File: config.mk
export PLATFORM = sky130hd
export DESIGN_NAME = wash_sequencer
export DESIGN_NICKNAME = d
export VERILOG_FILES = /design/src/rtl/wash_sequencer.sv
export SDC_FILE = /design/constraint.sdc
export NUM_CORES = 1
export LEC_CHECK = 0
export BUFFER_PORTS_ARGS = -buffer_cell sky130_fd_sc_hd__buf_4
export CORE_MARGIN = 10
export CORE_UTILIZATION = 52
export DETAILED_ROUTE_END_ITERATION = 16
export HOLD_SLACK_MARGIN = 0.02
export PLACE_DENSITY_LB_ADDON = 0.25
export SLEW_MARGIN = 10
export SYNTH_ARGS = -nofsm -noshare
export SYNTH_HDL_FRONTEND = slang
export SYNTH_SLANG_ARGS = --single-unit
export TNS_END_PERCENT = 1
File: constraint.sdc
create_clock -name cp -period 2.5 [get_ports cp]
set_input_delay 0.125 -clock cp [delete_from_list [all_inputs] [get_ports cp]]
set_output_delay 0.125 -clock cp [all_outputs]
set_load 0.02 [all_outputs]
File: src/rtl/wash_sequencer.sv
// Washing-program controller: top-level state, program/weight settings, stage
// sequencing and per-stage second timer. Define WASH_BUZZER_EN to add the buzzer output.
module wash_sequencer #(
  parameter int BEGIN_T    = 2,
  parameter int FINISH_T   = 3,
  parameter int WASH_T     = 9,
  parameter int RINSE_T    = 6,
  parameter int DRAIN_T    = 3,
  parameter int SPIN_T     = 4,
  parameter int DEF_WEIGHT = 3
) (
  input  logic       cp,
  input  logic       rst_n,
  input  logic       second,
  input  logic       power_key,
  input  logic       start_key,
  input  logic       mode_key,
  input  logic       weight_key,
  input  logic       lid_open,
  output logic [2:0] state,
  output logic [9:0] data,
  output logic [2:0] shinning,
  output logic [5:0] inLeft,
  output logic [5:0] inMiddle,
`ifdef WASH_BUZZER_EN
  output logic [5:0] inRight,
  output logic       buzzer
`else
  output logic [5:0] inRight
`endif
);

  typedef enum logic [2:0] {
    ST_OFF    = 3'd0,
    ST_BEGIN  = 3'd1,
    ST_SET    = 3'd2,
    ST_RUN    = 3'd3,
    ST_ERROR  = 3'd4,
    ST_PAUSE  = 3'd5,
    ST_FINISH = 3'd6
  } state_t;

  localparam logic [5:0] BEGIN_D  = 6'(BEGIN_T);
  localparam logic [5:0] FINISH_D = 6'(FINISH_T);
  localparam logic [5:0] WASH_D   = 6'(WASH_T);
  localparam logic [5:0] RINSE_D  = 6'(RINSE_T);
  localparam logic [5:0] DRAIN_D  = 6'(DRAIN_T);
  localparam logic [5:0] SPIN_D   = 6'(SPIN_T);
  localparam logic [3:0] DEF_W    = 4'(DEF_WEIGHT);

  state_t     state_q, state_d;
  logic [1:0] prog_q, prog_d;
  logic [3:0] weight_q, weight_d;
  logic [2:0] stage_q, stage_d;
  logic [5:0] timer_q, timer_d;
  logic       second_q;
  logic       tick;

  logic [9:0] data_q, data_d;
  logic [2:0] shin_q, shin_d;
  logic [5:0] left_q, left_d;
  logic [5:0] mid_q, mid_d;
  logic [5:0] right_q, right_d;

  logic [7:0] mask_q, mask_d;
  logic [2:0] first_stage, next_stage;
  logic       has_next;
  logic       active_d;

  function automatic logic [7:0] prog_mask(input logic [1:0] p);
    case (p)
      2'd0:    return 8'hFF;
      2'd1:    return 8'hC3;
      2'd2:    return 8'hFC;
      default: return 8'hC0;
    endcase
  endfunction

  // Water-fill stages scale with the load weight; the rest are fixed.
  function automatic logic [5:0] stage_dur(input logic [2:0] s, input logic [3:0] w);
    case (s)
      3'd0, 3'd4: return {2'b00, w};
      3'd1:       return WASH_D;
      3'd2, 3'd6: return DRAIN_D;
      3'd3, 3'd7: return SPIN_D;
      default:    return RINSE_D;
    endcase
  endfunction

  assign tick   = second & ~second_q;
  assign mask_q = prog_mask(prog_q);
  assign mask_d = prog_mask(prog_d);

  // Descending scan so the lowest qualifying stage is the one left standing.
  always_comb begin
    first_stage = '0;
    next_stage  = '0;
    has_next    = 1'b0;
    for (int i = 7; i >= 0; i--) begin
      if (mask_q[i]) begin
        first_stage = 3'(i);
        if (i > int'(stage_q)) begin
          has_next   = 1'b1;
          next_stage = 3'(i);
        end
      end
    end
  end

  always_comb begin
    state_d  = state_q;
    prog_d   = prog_q;
    weight_d = weight_q;
    stage_d  = stage_q;
    timer_d  = timer_q;
    if (power_key) begin
      if (state_q == ST_OFF) begin
        state_d = ST_BEGIN;
        timer_d = BEGIN_D;
      end else begin
        state_d = ST_OFF;
        timer_d = '0;
      end
    end else begin
      case (state_q)
        ST_BEGIN: begin
          if (tick) begin
            if (timer_q == 6'd1) begin
              state_d  = ST_SET;
              prog_d   = 2'd0;
              weight_d = DEF_W;
              timer_d  = '0;
            end else begin
              timer_d = timer_q - 6'd1;
            end
          end
        end
        ST_SET: begin
          if (start_key) begin
            // Stage and duration load even with the lid open, so a later resume starts cleanly.
            stage_d = first_stage;
            timer_d = stage_dur(first_stage, weight_q);
            state_d = lid_open ? ST_ERROR : ST_RUN;
          end else if (mode_key) begin
            prog_d = prog_q + 2'd1;
          end else if (weight_key) begin
            weight_d = (weight_q >= 4'd9) ? 4'd1 : weight_q + 4'd1;
          end
        end
        ST_RUN: begin
          if (lid_open) begin
            state_d = ST_ERROR;
          end else if (start_key) begin
            state_d = ST_PAUSE;
          end else if (tick) begin
            if (timer_q > 6'd1) begin
              timer_d = timer_q - 6'd1;
            end else if (has_next) begin
              stage_d = next_stage;
              timer_d = stage_dur(next_stage, weight_q);
            end else begin
              state_d = ST_FINISH;
              timer_d = FINISH_D;
            end
          end
        end
        ST_PAUSE: begin
          if (start_key) state_d = lid_open ? ST_ERROR : ST_RUN;
        end
        ST_ERROR: begin
          if (!lid_open) state_d = ST_PAUSE;
        end
        ST_FINISH: begin
          if (tick) begin
            if (timer_q == 6'd1) begin
              state_d = ST_OFF;
              timer_d = '0;
            end else begin
              timer_d = timer_q - 6'd1;
            end
          end
        end
        default: ;
      endcase
    end
  end

  // Outputs are derived from next-state values and registered alongside it.
  always_comb begin
    active_d = (state_d == ST_RUN) || (state_d == ST_PAUSE) || (state_d == ST_ERROR);
    data_d    = '0;
    data_d[8] = (state_d != ST_OFF);
    data_d[9] = (state_d == ST_SET);
    for (int i = 0; i < 8; i++) begin
      if (state_d == ST_SET) begin
        data_d[7-i] = mask_d[i];
      end else if (active_d && (i >= int'(stage_d))) begin
        data_d[7-i] = mask_d[i];
      end
    end
    shin_d  = active_d ? stage_d : 3'd0;
    left_d  = (active_d || state_d == ST_SET) ? {2'b00, weight_d} : 6'd0;
    mid_d   = (active_d || state_d == ST_SET) ? {4'b0000, prog_d} : 6'd0;
    right_d = active_d ? timer_d : 6'd0;
  end

  always_ff @(posedge cp or negedge rst_n) begin
    if (!rst_n) begin
      state_q  <= ST_OFF;
      prog_q   <= 2'd0;
      weight_q <= DEF_W;
      stage_q  <= 3'd0;
      timer_q  <= 6'd0;
      second_q <= 1'b0;
    end else begin
      state_q  <= state_d;
      prog_q   <= prog_d;
      weight_q <= weight_d;
      stage_q  <= stage_d;
      timer_q  <= timer_d;
      second_q <= second;
    end
  end

  always_ff @(posedge cp or negedge rst_n) begin
    if (!rst_n) begin
      data_q  <= '0;
      shin_q  <= '0;
      left_q  <= '0;
      mid_q   <= '0;
      right_q <= '0;
    end else begin
      data_q  <= data_d;
      shin_q  <= shin_d;
      left_q  <= left_d;
      mid_q   <= mid_d;
      right_q <= right_d;
    end
  end

  assign state    = state_q;
  assign data     = data_q;
  assign shinning = shin_q;
  assign inLeft   = left_q;
  assign inMiddle = mid_q;
  assign inRight  = right_q;

`ifdef WASH_BUZZER_EN
  logic [1:0] buzz_cnt_q, buzz_cnt_d;
  logic       buzzer_q, buzzer_d;

  // Counts the two finish-state ticks the buzzer sounds for.
  always_comb begin
    buzz_cnt_d = buzz_cnt_q;
    if (state_d != ST_FINISH) begin
      buzz_cnt_d = 2'd0;
    end else if (state_q != ST_FINISH) begin
      buzz_cnt_d = 2'd2;
    end else if (tick && buzz_cnt_q != 2'd0) begin
      buzz_cnt_d = buzz_cnt_q - 2'd1;
    end
    buzzer_d = ((state_d == ST_FINISH) && (buzz_cnt_d != 2'd0)) ||
               ((state_d == ST_ERROR) && second);
  end

  always_ff @(posedge cp or negedge rst_n) begin
    if (!rst_n) begin
      buzz_cnt_q <= 2'd0;
      buzzer_q   <= 1'b0;
    end else begin
      buzz_cnt_q <= buzz_cnt_d;
      buzzer_q   <= buzzer_d;
    end
  end

  assign buzzer = buzzer_q;
`endif

endmodule

==> results by group, run 1 <==
Status
  • Outcome: finished clean

Floorplanning
  • IO Count: 42
  • Initial Utilization: 0.5337
  • Die height: 95.18 um
  • Die width: 95.18 um
  • DIE AREA: 0.009059 mm^2
  • Core Footprint: 0.005507 mm^2
  • Num rows: 27

Clock tree
  • Clk buf depth: 2
  • CTS tree: done
  • Root Driver: clkbuf_8
  • Htree depth: 2
  • CTS Sinks: 44
  • Clk_lat worst skew: 290 ps
  • CTS buffer count: 5
  • Reg clk slew, reported paths: 90 ps

Timing
  • Final Slew Violations: 0
  • RSZ-0062 raised after global routing: true
  • Clock Skew: around 5.1 ps
  • Fin crit share: 0.9851
  • Final Setup Violations: 0
  • Post-route setup TNS: 0 ps
  • F_max: 0.4061 GHz
  • Hold Vio Cnt, Final: 0
  • Worst slew pin tran: 564.9 ps
  • Minimum clock period: approximately 2500 ps
  • Slew HR: 0.6234

GRT
  • Largest net degree at the start of global routing: 45
  • M2 GR Usage: 0.3153
  • Vias in the first global route: 2791
  • Met3 usage: 0.04006
  • Tot GR Track Use: 0.1930
  • Met1 usage: 0.2500
  • Total gr overflow: 0
  • First-pass GRT wire length: approximately 14000 um
  • Busiest metal layer after global routing: met2
  • Initial antenna violation count: 0

Critical path
  • CP startpoint kind: register
  • Worst setup path class: register to register
  • Crit-path max FO: 8
  • R2R cell count: 6
  • Worst path arrival time: between 2000 and 3000 ps
  • Worst R2R Setup Slack: 40 ps
  • Worst setup EP type: register
  • Worst EP required: 2710 ps

Power and ir drop
  • Worst vdd ir: just under 0.0008 V
  • P per Cell Area: 1232 mW/mm^2
  • P_leak: 1.713 nW

Place
  • Gp weighted congestion: 0.9926
  • Final HPWL DP: between 6000 and 7000 um
  • IO buf count: 35

Synth
  • Asr flop ratio synth: 1.000
  • EDFF count, synth: 0
  • Synth Flop Type: dfrtp_1
  • Synthesized area: 0.002939 mm^2
  • Register bit count reported by yosys: 44
  • Mean Syn Cell Area: 8.670 um^2
  • Yosys warns: 0
  • Distinct cell type count after synthesis: 67
  • Seq/Total Area, Yosys: 0.3755
  • Syn Inst Count: 339

Route
  • DR WL/cell: 18.18 um
  • DR iter-0 viols: 264
  • Via count: 2918
  • DRT Pass-1 Iters: 6
  • Vias per cell: approximately 6.1
  • Final ANT Viol Nets: 0
  • Final wirelength: 8743 um
  • DRC Markers: 0

Finish
  • Layout Nets: between 400 and 500
  • Fin util: 0.6805
  • Fillers: 454
  • Commonest non-fill, non-tap cells in the layout: buf_4 (78), dfrtp_1 (42), nor2_1 (38), a21oi_1 (28), nand2_1 (17)
  • Antenna Cells: 0
  • Syn-to-layout area delta: 27.50%
  • Most common cell after layout, fill and taps aside: buf_4
  • Share of cells above drive strength 1: 0.2958

Flow run
  • Maxcap violations: 0

Hold path
  • Hold crit path type: input pin to register
  • Hold path depth: 2
==> per-stage QoR <==
stage          total power, mW  worst slack (ps)  std cells  cell area (um^2)  hold slack (ps)
2_1_floorplan            2.779             4.089        344              2970           -170.6
3_3_place_gp             3.780             23.38        468              3523            147.3
3_5_place_dp             3.861            -87.23        468              3523            159.7
4_1_cts                  4.472             18.00        478              3674            167.8
5_1_grt                  4.913            -70.34        481              3747            179.3
6_report                 4.617             37.26        481              3747            186.8
==> cell families (layout without fill, tap and decap cells) <==
group | Yosys count | in the layout | synth area share
AOI/OAI and AO/OA | 104 | 104 | 0.2422
buffers and inverters | 44 | 109 | 0.06811
adders and majority gates | 10 | 10 | 0.04257
and+or+nand+nor | 131 | 131 | 0.2533
DFF | 44 | 44 | 0.3755
muxes | 5 | 5 | 0.01703
other | 1 | 6 | 0.001276
==> worst max-delay path, stage by stage (launching register included) <==
cell and delay, ps:
dfrtp_1 410, or4_4 580, nor3_2 140, nor4_2 80
or2_4 290, or4b_4 610, a311oi_2 270
==> cells in the mapped netlist (all sizes together), types with 5 or more instances <==
master	count	share of area
dfrtp	42	0.36
nor2	39	0.050
a21oi	29	0.049
inv	17	0.022
nand2	17	0.022
clkbuf	16	0.020
o21ai	15	0.026
nor3	12	0.024
buf	11	0.026
ha	10	0.043
nand3	8	0.014
nor2b	8	0.017
and2	7	0.015
o22ai	7	0.015
nand2b	6	0.013
or2	6	0.014
a31oi	5	0.011
mux2i	5	0.017
==> registers in the layout (all words and copies together), names as in the netlist <==
signal    count
data         10
inLeft        4
inMiddle      2
inRight       6
prog_q        2
second_q      1
shinning      3
stage_q       3
state         3
timer_q       6
weight_q      4
==> final cells by class <==
class	count	area [um^2]	share of cell area
multi-input combinational	256	1722	0.4594
sequential	44	1104	0.2945
timing repair buffer	84	653.1	0.1743
tap	72	90.09	0.02404
clock buffer	5	68.82	0.01836
inverter	17	63.81	0.01703
clock inverter	3	46.29	0.01235
==> worst paths after layout <==
check	to	from
setup / recovery	data[2]$_DFF_PN0_	timer_q[5]$_DFF_PN0_
hold / removal	timer_q[3]$_DFF_PN0_	power_key
setup reg to reg	data[2]$_DFF_PN0_	timer_q[5]$_DFF_PN0_
hold reg to reg	weight_q[0]$_DFF_PN1_	weight_q[0]$_DFF_PN1_
max in group asynchronous	inRight[1]$_DFF_PN0_	rst_n
min in group asynchronous	inRight[4]$_DFF_PN0_	rst_n
==> timing repair <==
| action | in CTS | in global routing |
|---|---|---|
| gates resized for setup | 3 | 13 |
| hold buffers | 2 | 0 |
| endpoints found under the setup margin | 8 | 7 |
| setup buffers | 0 | 2 |
| pin swaps | 0 | 5 |
| cloned | 0 | 1 |
| endpoints found under the hold margin | 43 | 0 |
==> power by group <==
part	switching [mW]	internal (mW)	leakage (nW)
Sequential	0.261	0.896	0.585
Combinational	1.61	1.29	1.07
Clock	0.261	0.301	0.0548
Total	2.13	2.49	1.71
==> metal layers <==
layer,part of all wire,vias to the layer above,wire length (um)
met2,0.49,126,4272
li1,-,1361,-
met3,0.069,17,606
met1,0.43,1414,3746
met4,0.014,0,119
met5,0,-,0
Note: power is estimated with default switching activity, not from simulation.
==> run 2: changes to the inputs <==
GPL_TIMING_DRIVEN = 0   (was unset)
==> results by group, run 2 (synthesis gave the netlist of run 1 again) <==
Finish
  • Final std cells w/o fill: 480 (-0.21%)
  • Antenna Cells: 0 (unchanged)
  • Syn-to-layout area delta: 31.16%
  • Layout Nets: 425 (-0.23%)
  • Max FFs per register: 10 (unchanged)
  • Share of cells above drive strength 1: 0.3137 (+0.01788)
  • Fin util: 0.7001 (+0.01954)
  • Most common cell after layout, fill and taps aside: buf_4
  • Commonest non-fill, non-tap cells in the layout: buf_4 (65), dfrtp_1 (39), nor2_1 (37), a21oi_1 (28)

GRT
  • Initial antenna violation count: 0 (unchanged)
  • Vias in the first global route: 2743 (-1.7%)
  • First-pass GRT wire length: 13510 um (-3.5%)
  • Tot GR Track Use: 0.1854 (-0.007600)
  • Total gr overflow: 0 (unchanged)
  • Largest net degree at the start of global routing: 45 (unchanged)

Floorplanning
  • Die height: 95.18 um (unchanged)
  • DIE AREA: 0.009059 mm^2 (unchanged)
  • Core Footprint: 0.005507 mm^2 (unchanged)
  • Die width: 95.18 um (unchanged)
  • Initial Utilization: 0.5337 (unchanged)
  • Num rows: 27 (unchanged)
  • IO Count: 42 (unchanged)

Place
  • Gp weighted congestion: 0.9427 (-5.0%)
  • Final HPWL DP: 5744 um (-10%)
  • Dpl ws: -516.6 ps (-429.4 ps)
  • IO buf count: 32 (-8.6%)
  • Placed insts: 448 (-4.3%)

Clock tree
  • CTS tree: done
  • Clk_lat worst skew: 320 ps (+30 ps)
  • Root Driver: clkbuf_8
  • CTS buffer count: 5 (unchanged)
  • CTS Sinks: 44 (unchanged)
  • Htree depth: 2 (unchanged)
  • Reg clk slew, reported paths: 100 ps (about the same)
  • Clk buf depth: 2 (unchanged)

Timing
  • Final Setup Violations: 2 (+2)
  • Final Slew Violations: 0 (unchanged)
  • Clock Skew: 8.885 ps (+3.756 ps)
  • Post-route setup TNS: -31.27 ps (-31.27 ps)
  • Setup WS post-layout: -30.55 ps (-67.81 ps)
  • RSZ-0062 raised after global routing: true
  • Slew HR: 0.1990 (-0.4244)
  • Minimum clock period: 2531 ps (+67.81 ps)
  • Worst slew pin tran: 1185 ps (+619.9 ps)
  • Hold Vio Cnt, Final: 0 (unchanged)
  • F_max: 0.3952 GHz (-2.7%)
  • Fin crit share: 1.012 (+0.02713)

Route
  • Via count: 2985 (+2.3%)
  • DR top layer: met4
  • DRT Pass-1 Iters: 6 (unchanged)
  • DRT met1 WL: 3502 um (-6.5%)
  • DR WL/cell: 18.10 um (-0.44%)
  • Vias per cell: 6.219 (+2.5%)
  • Met2 Wirelength: 4168 um (-2.4%)
  • Final wirelength: 8686 um (-0.65%)
  • DR iter-0 viols: 465 (+76%)
  • DRC Markers: 0 (unchanged)
  • Met3 WL: 767 um (+27%)
  • Final ANT Viol Nets: 0 (unchanged)

Critical path
  • Worst r2r src: timer_q[5]$_DFF_PN0_
  • Crit-path max FO: 8 (unchanged)
  • R2R cell count: 6 (unchanged)
  • Worst EP required: 2720 ps (about the same)
  • Worst setup path class: register to register
  • Worst path arrival time: 2750 ps (+80 ps)
  • Worst setup EP type: register
  • RR Endpoint: data[2]$_DFF_PN0_
  • Worst R2R Setup Slack: -30 ps (-70 ps)
  • CP startpoint kind: register

Hold path
  • Min-Delay Endpoint: weight_q[0]$_DFF_PN1_
  • Hold path depth: 4 (+2)
  • Min-delay src: weight_key
  • Hold crit path type: input pin to register

Power and ir drop
  • P_leak: 1.706 nW (-0.45%)
  • Worst vdd ir: 0.0008203 V (+6.5%)
  • Total power: 4.761 mW (+3.1%)
  • P per Cell Area: 1235 mW/mm^2 (+0.23%)

Status
  • Outcome: complete, but fails checks
  • Violated checks: negative setup slack

Flow run
  • Maxcap violations: 0 (unchanged)
==> run 2: cell count changes in the layout (fill, tap and decap cells not counted), moves of 3 or more <==
| cell | before | now |
|---|---|---|
| dfrtp_2 | 0 | 3 |
| clkbuf_4 | 0 | 3 |
| dfrtp_1 | 42 | 39 |
| clkbuf_1 | 0 | 9 |
| buf_4 | 78 | 65 |
==> run 2: routing by layer <==
layer | track usage | vias up
met3 | 0.04321 | 33
met4 | 0.06858 | 0
met5 | 0 | -
met1 | 0.2324 | 1424
li1 | - | 1356
met2 | 0.3034 | 172
==> run 2: per-stage QoR <==
stage | hold WS [ps] | cell area (um^2)
floorplan | -170.6 | 2970
CTS | 277.2 | 3643
global route | 336.9 | 3855
finish | 285.8 | 3855
global placement | 144.2 | 3301
detailed placement | 159.1 | 3301
==> run 2: critical path, cell delays in order, from the launching register on <==
cell	delay (ps)
dfrtp_1	490
or4_4	540
nor3_4	180
nor4_4	70
or2_4	270
or4b_4	610
a311oi_2	280
==> run 2: power by group <==
part	switching, mW	internal (mW)	leakage [nW]	total [mW]
logic	1.78	1.33	1.07	3.11
registers	0.169	0.901	0.581	1.07
clock network	0.281	0.301	0.0548	0.583
==> run 2: area by class of cell <==
cell class                 count  area (um^2)
clock buffer                   5        68.82
buffer                        21        118.9
sequential                    44         1107
timing repair buffer          62        495.5
clock inverter                 3        46.29
multi-input combinational    256         1862
tap                           72        90.09
fill                         437         1652
inverter                      17        66.31
==> run 2: worst max-delay path by stage <==
stage	end	from	cells after the start	slack (ps)
after global placement	inRight[1]$_DFF_PN0_	timer_q[0]$_DFF_PN0_	8	-520
after global routing	data[5]$_DFF_PN0_	prog_q[0]$_DFF_PN0_	8	-110
final	data[2]$_DFF_PN0_	timer_q[5]$_DFF_PN0_	6	-30
after floorplan	data[2]$_DFF_PN0_	timer_q[3]$_DFF_PN0_	8	4
after CTS	data[2]$_DFF_PN0_	timer_q[3]$_DFF_PN0_	7	-90
after detailed placement	inRight[1]$_DFF_PN0_	timer_q[0]$_DFF_PN0_	8	-520
==> run 2: what timing repair did <==
item                       4_1_cts  5_1_grt
hold endpoints to repair        43        0
resized for setup               21       33
hold buffers                     2        0
pin swaps                       13       16
buffers inserted                14       14
setup endpoints to repair       24       27
==> run 3: changes to the inputs <==
ABC_AREA = 1   (was unset)
==> results by group, run 3 <==
Timing
  • RSZ-0062 raised after global routing: false
  • Fin crit share: 0.8977 (-0.1146)
  • Minimum clock period: 2244 ps (-286.4 ps)
  • Clock Skew: 6.192 ps (-2.692 ps)
  • Final Slew Violations: 0 (unchanged)
  • Final Setup Violations: 0 (-2)
  • Post-route setup TNS: 0 ps (+31.27 ps)
  • Worst slew pin tran: 534.6 ps (-650.2 ps)
  • Hold Vio Cnt, Final: 0 (unchanged)
  • Hold_ws: 69.61 ps (-216.1 ps)
  • Slew HR: 0.6436 (+0.4446)
  • F_max: 0.4456 GHz (+13%)

Synth
  • Cell taking the most area after synthesis: dfrtp_1
  • Most numerous cell in the Yosys netlist: nand2_1
  • Synthesized area: 0.003018 mm^2 (+2.7%)
  • Seq/Total Area, Yosys: 0.3657 (-0.009807)
  • Yosys warns: 0 (unchanged)
  • Register bit count reported by yosys: 44 (unchanged)
  • Synth Flop Type: dfrtp_1
  • Distinct cell type count after synthesis: 39 (-42%)
  • Leading post-synthesis cells by cell area: dfrtp_1 (35%), nand2_1 (14%), inv_1 (6.6%)
  • EDFF count, synth: 0 (unchanged)
  • Asr flop ratio synth: 1.000 (unchanged)
  • Post-synth top cells: nand2_1 (114), inv_1 (53), dfrtp_1 (42)
  • Syn Inst Count: 413 (+22%)
  • Mean Syn Cell Area: 7.307 um^2 (-16%)
  • Synth top area share: 0.3483 (-0.009340)

Hold path
  • Hold crit path type: input pin to register
  • Min-Delay Endpoint: timer_q[5]$_DFF_PN0_
  • Min-delay src: power_key
  • Hold path depth: 2 (-2)

GRT
  • First-pass GRT wire length: 12210 um (-9.7%)
  • Vias in the first global route: 2544 (-7.3%)
  • Tot GR Track Use: 0.1655 (-0.01981)
  • Initial antenna violation count: 0 (unchanged)
  • Total gr overflow: 0 (unchanged)
  • Largest net degree at the start of global routing: 45 (unchanged)

Clock tree
  • Htree depth: 2 (unchanged)
  • Hold_buf cts: 2 (unchanged)
  • CTS Sinks: 44 (unchanged)
  • CTS tree: done
  • Reg clk slew, reported paths: 90 ps (about the same)
  • Setup Fix Bufs, Post-CTS: 0 (-14)
  • Root Driver: clkbuf_8
  • Clk_lat worst skew: 300 ps (-20 ps)
  • CTS buffer count: 5 (unchanged)
  • Clk buf depth: 2 (unchanged)
  • Post_cts resized: 0 (-100%)

Critical path
  • Worst path arrival time: 2480 ps (-270 ps)
  • RR Endpoint: data[5]$_DFF_PN0_
  • Worst r2r src: timer_q[0]$_DFF_PN0_
  • Worst setup path class: register to register
  • Crit-path max FO: 6 (-2)
  • Worst EP required: 2740 ps (+20 ps)
  • Worst setup EP type: register
  • CP startpoint kind: register
  • R2R cell count: 16 (+10)
  • Worst R2R Setup Slack: 260 ps (+290 ps)

Flow run
  • Maxcap violations: 0 (unchanged)

Power and ir drop
  • P per Cell Area: 1081 mW/mm^2 (-12%)
  • Worst vdd ir: 0.0006658 V (-19%)
  • P_leak: 1.952 nW (+14%)
  • Total power: 3.808 mW (-20%)

Floorplanning
  • Die width: 96.18 um (+1.1%)
  • Num rows: 27 (unchanged)
  • Initial Utilization: 0.5414 (+0.007672)
  • IO Count: 42 (unchanged)
  • DIE AREA: 0.009251 mm^2 (+2.1%)
  • Core Footprint: 0.005574 mm^2 (+1.2%)
  • Die height: 96.18 um (+1.1%)

Place
  • IO buf count: 34 (+6.3%)
  • Gp weighted congestion: 0.9259 (-1.8%)
  • Placed inst area: 0.003382 mm^2 (+2.5%)
  • Final HPWL DP: 5910 um (+2.9%)

Route
  • Final wirelength: 7578 um (-13%)
  • DR WL/cell: 14.19 um (-22%)
  • Met2 Wirelength: 3504 um (-16%)
  • Final ANT Viol Nets: 0 (unchanged)
  • Met3 WL: 604 um (-21%)
  • DRT met1 WL: 3372 um (-3.7%)
  • Via count: 2823 (-5.4%)
  • DR top layer: met4
  • DR iter-0 viols: 212 (-54%)
  • Vias per cell: 5.287 (-15%)
  • DRC Markers: 0 (unchanged)
  • DRT Pass-1 Iters: 5 (-1)

Finish
  • Share of cells above drive strength 1: 0.2229 (-0.09078)
  • Layout Nets: 479 (+13%)
  • Syn-to-layout area delta: 16.75%
  • Commonest non-fill, non-tap cells in the layout: nand2_1 (114), inv_1 (53), dfrtp_1 (42), buf_4 (41), nor2_1 (35)
  • Post-route cell area: 0.003523 mm^2 (-8.6%)
  • Most common cell after layout, fill and taps aside: nand2_1
  • Max FFs per register: 10 (unchanged)
  • Antenna Cells: 0 (unchanged)
  • Fin util: 0.6321 (-0.06797)

Status
  • Outcome: finished clean
-- run 3: cell count changes in the layout (fill, tap and decap cells not counted), sizes merged, moves of 6 or more --
| cell | previous run | this run |
|---|---|---|
| a21oi | 29 | 18 |
| clkbuf | 17 | 6 |
| buf | 69 | 44 |
| nand2 | 17 | 125 |
| or2 | 6 | 0 |
| nand2b | 6 | 0 |
| inv | 18 | 64 |
| nand3 | 8 | 31 |
| nor2 | 39 | 50 |
| nor3 | 12 | 2 |
| nand4 | 1 | 8 |
| nor2b | 8 | 0 |
-- run 3: through the flow --
stage	setup WS [ps]	instances
after CTS	232.9	534
final	255.9	534
after detailed placement	262.9	524
after floorplan	658.3	418
after global routing	8.299	534
after global placement	255.2	524
-- run 3: layout make-up --
type	count	area [um^2]
buffer	10	86.33
clock buffer	6	82.58
clock inverter	2	38.79
fill	530	2051
inverter	67	251.5
multi-input combinational	297	1595
sequential	44	1104
tap	72	90.09
timing repair buffer	36	275.3
-- run 3: where the power goes --
group          switching [mW]  internal (mW)  total (mW)
Sequential              0.192          0.902        1.09
Clock                   0.246          0.327       0.573
Combinational            1.43          0.714        2.14
-- run 3: logic make-up after synthesis --
logic type      Yosys count  synth area share
xor+xnor                  3          0.008708
flops                    44            0.3657
other cells               1          0.001243
simple gates            218            0.3458
compound gates           60            0.1252
fa+ha+maj                10           0.04146
buf+inv                  77            0.1119
-- run 3: critical path, stage by stage (launching register included) --
cell     delay, ps
dfrtp_1        440
inv_1          170
ha_1           250
inv_1           60
nand2_1         90
inv_1           50
nor2_2         140
nand3_1         80
nand2_1         80
nand2_1         50
nand2_1         60
nand2_1         70
nand2_1        110
nand4_1        180
inv_1          160
nand2_1        110
nand2_1         90
-- run 3: metal layers --
metal,GRT usage,vias up
met5,0,-
met4,0.04668,0
met3,0.03969,17
met2,0.2651,105
met1,0.2168,1295
li1,-,1406
-- run 3: how the worst max path moves through the flow --
stage                              start           endpoint  slack (ps)
detailed placement  timer_q[0]$_DFF_PN0_  data[5]$_DFF_PN0_         260
CTS                 timer_q[0]$_DFF_PN0_  data[5]$_DFF_PN0_         230
floorplan           timer_q[0]$_DFF_PN0_  data[1]$_DFF_PN0_         660
finish              timer_q[0]$_DFF_PN0_  data[5]$_DFF_PN0_         260
global placement    timer_q[0]$_DFF_PN0_  data[5]$_DFF_PN0_         260
global route        timer_q[0]$_DFF_PN0_  data[5]$_DFF_PN0_           8
